File: src/rtl/emotion_argmax.sv
// -----------------------------------------------------------------------------
// emotion_argmax
//   Serial argmax over the packed class scores of the Mini-Xception classifier.
//   A frame is captured in one beat, then one class is compared per cycle.
//   The block reports the winning class, its score and a low-confidence flag
//   (top-two margin below MARGIN). It also keeps an accepted-frame counter and
//   a sticky flag for beats that arrive while a scan is in progress.
//
// Ports
//   clk        in   rising-edge clock
//   rst        in   asynchronous active-low reset
//   Data_In    in   NUM_CLASS signed scores, score k at [k*DATA_WIDHT +: DATA_WIDHT]
//   Valid_In   in   single-cycle qualifier for Data_In
//   Busy       out  high while a frame is being scanned
//   Class_Out  out  index of the maximum score
//   Max_Out    out  maximum score value
//   Low_Conf   out  (best - second) < MARGIN
//   Valid_Out  out  one-cycle pulse qualifying Class_Out / Max_Out / Low_Conf
//   Frame_Cnt  out  accepted frames, wraps
//   Drop_Flag  out  sticky, set when a beat is ignored because Busy was high
// -----------------------------------------------------------------------------
module emotion_argmax #(
    parameter int unsigned DATA_WIDHT = 32,
    parameter int unsigned NUM_CLASS  = 7,
    parameter int unsigned MARGIN     = 16,
    parameter int unsigned CNT_WIDTH  = 16
) (
    input  logic                             clk,
    input  logic                             rst,
    input  logic [DATA_WIDHT*NUM_CLASS-1:0]  Data_In,
    input  logic                             Valid_In,
    output logic                             Busy,
    output logic [2:0]                       Class_Out,
    output logic [DATA_WIDHT-1:0]            Max_Out,
    output logic                             Low_Conf,
    output logic                             Valid_Out,
    output logic [CNT_WIDTH-1:0]             Frame_Cnt,
    output logic                             Drop_Flag
);

    localparam int unsigned IDX_W  = 3;
    localparam int unsigned DIFF_W = DATA_WIDHT + 1;
    localparam logic [IDX_W-1:0] LAST_IDX = IDX_W'(NUM_CLASS - 1);
    localparam logic signed [DATA_WIDHT-1:0] MOST_NEG = {1'b1, {(DATA_WIDHT-1){1'b0}}};

    typedef enum logic {
        S_IDLE = 1'b0,
        S_SCAN = 1'b1
    } state_e;

    state_e                          state_q;
    logic [DATA_WIDHT*NUM_CLASS-1:0] data_q;
    logic [IDX_W-1:0]                idx_q;
    logic signed [DATA_WIDHT-1:0]    best_q;
    logic signed [DATA_WIDHT-1:0]    second_q;
    logic [IDX_W-1:0]                best_idx_q;
    logic [2:0]                      class_q;
    logic [DATA_WIDHT-1:0]           max_q;
    logic                            low_conf_q;
    logic                            valid_q;
    logic [CNT_WIDTH-1:0]            frame_cnt_q;
    logic                            drop_q;

    logic signed [DATA_WIDHT-1:0]    score_a [NUM_CLASS];
    logic signed [DATA_WIDHT-1:0]    cur_score;
    logic signed [DATA_WIDHT-1:0]    best_d;
    logic signed [DATA_WIDHT-1:0]    second_d;
    logic [IDX_W-1:0]                best_idx_d;
    logic [DIFF_W-1:0]               diff;
    logic                            low_conf_d;

    // Unpack the captured beat into per-class scores.
    always_comb begin
        for (int k = 0; k < int'(NUM_CLASS); k++) begin
            score_a[k] = data_q[k*DATA_WIDHT +: DATA_WIDHT];
        end
    end

    assign cur_score = score_a[idx_q];

    // One compare step; strict '>' keeps the lower index on ties while an
    // equal score still lands in second, giving a zero margin.
    always_comb begin
        best_d     = best_q;
        second_d   = second_q;
        best_idx_d = best_idx_q;
        if (cur_score > best_q) begin
            second_d   = best_q;
            best_d     = cur_score;
            best_idx_d = idx_q;
        end else if (cur_score > second_q) begin
            second_d   = cur_score;
        end
    end

    // Margin in one extra bit so a full-range difference cannot wrap;
    // best >= second always, so the result is non-negative.
    always_comb begin
        diff       = {best_d[DATA_WIDHT-1], best_d} - {second_d[DATA_WIDHT-1], second_d};
        low_conf_d = (diff < DIFF_W'(MARGIN));
    end

    // Capture / scan state machine with registered results.
    always_ff @(posedge clk or negedge rst) begin
        if (!rst) begin
            state_q     <= S_IDLE;
            data_q      <= '0;
            idx_q       <= '0;
            best_q      <= '0;
            second_q    <= '0;
            best_idx_q  <= '0;
            class_q     <= '0;
            max_q       <= '0;
            low_conf_q  <= 1'b0;
            valid_q     <= 1'b0;
            frame_cnt_q <= '0;
            drop_q      <= 1'b0;
        end else begin
            valid_q <= 1'b0;
            case (state_q)
                S_IDLE: begin
                    if (Valid_In) begin
                        data_q      <= Data_In;
                        best_q      <= Data_In[DATA_WIDHT-1:0];
                        second_q    <= MOST_NEG;
                        best_idx_q  <= '0;
                        idx_q       <= IDX_W'(1);
                        frame_cnt_q <= frame_cnt_q + CNT_WIDTH'(1);
                        state_q     <= S_SCAN;
                    end
                end
                S_SCAN: begin
                    // No back-pressure: a beat during a scan is lost.
                    if (Valid_In) begin
                        drop_q <= 1'b1;
                    end
                    best_q     <= best_d;
                    second_q   <= second_d;
                    best_idx_q <= best_idx_d;
                    if (idx_q == LAST_IDX) begin
                        class_q    <= 3'(best_idx_d);
                        max_q      <= best_d;
                        low_conf_q <= low_conf_d;
                        valid_q    <= 1'b1;
                        state_q    <= S_IDLE;
                    end else begin
                        idx_q <= idx_q + IDX_W'(1);
                    end
                end
            endcase
        end
    end

    assign Busy      = (state_q == S_SCAN);
    assign Class_Out = class_q;
    assign Max_Out   = max_q;
    assign Low_Conf  = low_conf_q;
    assign Valid_Out = valid_q;
    assign Frame_Cnt = frame_cnt_q;
    assign Drop_Flag = drop_q;

endmodule
File: config.mk
export PLATFORM = sky130hd
export DESIGN_NAME = emotion_argmax
export DESIGN_NICKNAME = d
export VERILOG_FILES = /design/src/rtl/emotion_argmax.sv
export SDC_FILE = /design/constraint.sdc
export NUM_CORES = 1
export LEC_CHECK = 0
export ABC_AREA = 1
export CAP_MARGIN = 20
export CORE_ASPECT_RATIO = 0.5
export CORE_UTILIZATION = 51
export CTS_BUF_LIST = sky130_fd_sc_hd__clkbuf_16
export DETAILED_ROUTE_END_ITERATION = 16
export HOLD_SLACK_MARGIN = 0.15
export PLACE_DENSITY = 0.76
export SYNTH_ARGS = -nofsm -noshare
export SYNTH_HDL_FRONTEND = slang
export SYNTH_SLANG_ARGS = --single-unit
File: constraint.sdc
create_clock -name clk -period 6.2 [get_ports clk]
set_input_delay 0.62 -clock clk [delete_from_list [all_inputs] [get_ports clk]]
set_output_delay 0.62 -clock clk [all_outputs]
set_load 0.005 [all_outputs]
==> results.sh <==
export IMPL_die_h_um=141
export IMPL_maxClockFrequency_mhz=177
export IMPL_wl_um=65400
export IMPL_worst_r2r_endpoint="Low_Conf"
export IMPL_areaGrowthSynthToFinish_pct=27.3
export IMPL_grt_usage_pct=33.4
export IMPL_cts_root_buffer_cell="clkbuf_16"
export IMPL_grt_pass1_wl_um=103000
export IMPL_floorplan_initialDensity_pct=52.2
export IMPL_report_final_slew_viol_count=0
export IMPL_most_common_layout_cells="nand2_1 (1011), dfrtp_1 (346), clkdlybuf4s50_1 (280)"
export IMPL_post_synth_num_cell_types=42
export IMPL_cap_viol_max_count=0
export IMPL_numCtsBuffers=34
export IMPL_final_worst_path_period_need_ps=5660
export IMPL_number_of_cell_rows=50
export IMPL_edff_count_synth=0
export IMPL_cpPeakStageDelay_ps=580
export IMPL_vias=19600
export IMPL_io_buffers=281
export IMPL_tritoncts_clock_tree="yes"
export IMPL_worstSetupStartpointType="flip-flop"
export IMPL_drc_violations_left=0
export IMPL_r2r_slack_ps=540
export IMPL_post_route_antenna_net_violation_count=0
export IMPL_fp_dieW_um=280
export IMPL_timing_max_slew_rel_slack_pct=32.6
export IMPL_routability_congestion=0.972
export IMPL_hold_path_class="input port to asynchronous set/reset pin"
export IMPL_final_fill_count=3178
export IMPL_clkSinkCount=349
export IMPL_syn_area_sq_um=19700
export IMPL_antenna_found_initial=1
export IMPL_top_level_ports=282
export IMPL_min_period_over_period_pct=91.3
export IMPL_most_common_cell_after_layout_fill_and_taps_aside="nand2_1"
export IMPL_design_die_area_sq_um=39400
export IMPL_worst_r2r_path_depth=35
export IMPL_final_hold_viol_count=0
export IMPL_synthesis_area_per_instance_sq_um=7.35
export IMPL_cts_max_level=2
export IMPL_synth_ff_type="dfrtp_1"
export IMPL_run_status="finished, final reports clean"
export IMPL_number_of_instances_in_the_synthesized_netlist=2674
export IMPL_via_count_of_the_first_global_routing_pass=18400
export IMPL_drt_initial_drc_count=2267
export IMPL_tns_ps=0
export IMPL_rsz0062_at_grt="false"
export IMPL_critical_path_class="flip-flop to flip-flop"
export IMPL_grt_overflow_total=0
export IMPL_timing_rr_start="idx_q[1]"
export IMPL_critical_path_max_fanout=27
export IMPL_dp_hpwl_um=47700
export IMPL_worst_slew_pin_transition_ps=1010
export IMPL_setup_viol_count_final=0
export IMPL_end_kind="flip-flop"
export IMPL_clock_tree_buffer_depth=3
export IMPL_asyncSetResetFlopFracSynth_pct=100
export IMPL_synthesis_yosys_warnings=0
export IMPL_clock_skew_ps=24.2
export IMPL_insertion_delay_ps=540
export IMPL_worst_endpoint_required_time_ps=6660
export IMPL_critPathArrivalTime_ps=6130
export IMPL_floorplan_core_area_sq_um=37700
export IMPL_post_drt_wl_per_cell_um=18.5
export IMPL_share_of_the_yosys_chip_area_belonging_to_registers_pct=44.4
export IMPL_layout_nets=3326
export IMPL_fraction_of_final_layout_cells_with_drive_strength_greater_than_1_pct=7.41
export IMPL_ys_ff_latch=349
export IMPL_grt_max_degree=198
export IMPL_critical_path_slowest_cell="dfrtp_4"
export IMPL_path_clk_slew_ps=70
export IMPL_vias_per_cell=5.53
export IMPL_synthesis_nets=2999
export IMPL_drt_pass1_iter_count=8
export IMPL_cp_common_cell="nand2_1"
-- worst max-delay path, delay by kind of cell, from the launching register on --
| kind | cells | cell delay (ps) |
|---|---|---|
| AND/OR/NAND/NOR | 20 | 1740 |
| flip-flops | 1 | 580 |
| AO/OA/AOI/OAI | 9 | 1840 |
| buffers and inverters | 4 | 700 |
| adder cells (fa/ha/maj) | 2 | 690 |
-- worst max path at each step --
| stage | startpoint | to | slack, ps | cells past startpoint |
|---|---|---|---|---|
| 2_1_floorplan | idx_q[0] | Low_Conf | 870 | 36 |
| 3_3_place_gp | idx_q[0] | Low_Conf | 350 | 32 |
| 3_5_place_dp | idx_q[0] | Low_Conf | 340 | 34 |
| 4_1_cts | idx_q[0] | Low_Conf | 290 | 34 |
| 5_1_grt | idx_q[0] | Low_Conf | 9 | 40 |
| 6_report | idx_q[1] | Low_Conf | 540 | 35 |
-- logic make-up (layout without fill, tap and decap cells) --
logic type / count (synthesis) / in the layout / share of synthesized area, %
AND/OR/NAND/NOR: 1347 / 1347 / 27.1
AO/OA/AOI/OAI: 527 / 527 / 15.0
flip-flops: 349 / 349 / 44.4
buffers and inverters: 336 / 684 / 6.43
adder cells (fa/ha/maj): 98 / 98 / 6.24
XOR/XNOR: 17 / 17 / 0.757
other: 0 / 1 / 0
-- final cells by class --
| type | count | area (sq um) | share of cell area (%) |
|---|---|---|---|
| antenna | 1 | 2.50 | 0.0100 |
| tap | 520 | 651 | 2.60 |
| sequential | 349 | 8740 | 34.9 |
| multi-input combinational | 1989 | 9730 | 38.9 |
| clock inverter | 22 | 181 | 0.725 |
| inverter | 202 | 783 | 3.13 |
| timing repair buffer | 425 | 4060 | 16.2 |
| clock buffer | 35 | 876 | 3.50 |
-- sequential cells by signal, indices dropped and copies added, names as in the netlist --
name / cells
data_q: 224
Low_Conf: 1
idx_q: 3
Class_Out: 3
Valid_Out: 1
Frame_Cnt: 16
best_q: 32
Drop_Flag: 1
second_q: 32
best_idx_q: 3
Max_Out: 32
Busy: 1
-- through the flow --
step / setup WS, ps / hold slack [ps] / std cells / instance area [sq um] / util, %
6_report: 537 / 157 / 3543 / 25000 / 66.5
5_1_grt: 8.78 / 251 / 3543 / 25000 / 66.5
4_1_cts: 286 / 221 / 3533 / 24900 / 66.0
3_5_place_dp: 342 / 448 / 3476 / 23800 / 63.2
3_3_place_gp: 345 / 440 / 3476 / 23800 / 63.2
2_1_floorplan: 872 / 324 / 2674 / 19700 / -
-- per-layer routing --
metal | track usage [%] | wire length [um] | vias to the layer above
li1 | - | - | 9362
met2 | 48.3 | 27700 | 854
met4 | 10.8 | 2090 | 0
met5 | 0 | 0 | -
met3 | 6.65 | 6250 | 124
met1 | 50.0 | 29400 | 9262
-- cell usage after synthesis, types with 2 or more instances --
cell type	instances	area [sq um]
xor2_1	11	96.3
o21a_1	11	82.6
xnor2_1	6	52.6
ha_1	98	1230
nand3b_1	7	52.6
a31oi_1	37	231
nor2_1	204	766
o211ai_1	62	465
nand4_1	8	50.1
buf_1	17	63.8
o21ai_0	252	1260
a21o_1	3	22.5
o21ai_1	2	10.0
inv_1	197	739
nand3_4	2	35.0
nand3_1	81	405
inv_2	3	11.3
and3_1	4	25.0
nand2_1	1012	3800
nand2_2	7	43.8
o21bai_1	2	15.0
a21oi_1	116	581
dfrtp_1	349	8730
nor3_1	16	80.1
o22ai_1	33	206
nand2_4	3	33.8
clkbuf_1	116	435
-- timing repair --
item	in CTS	in global routing
resized for setup	0	21
hold endpoints to repair	0	0
hold buffers	0	0
endpoints found under the setup margin	0	1
buffers inserted	0	9
Power is not shown: default switching activity piles up to over one toggle a cycle in this logic, so the estimate is an artifact.
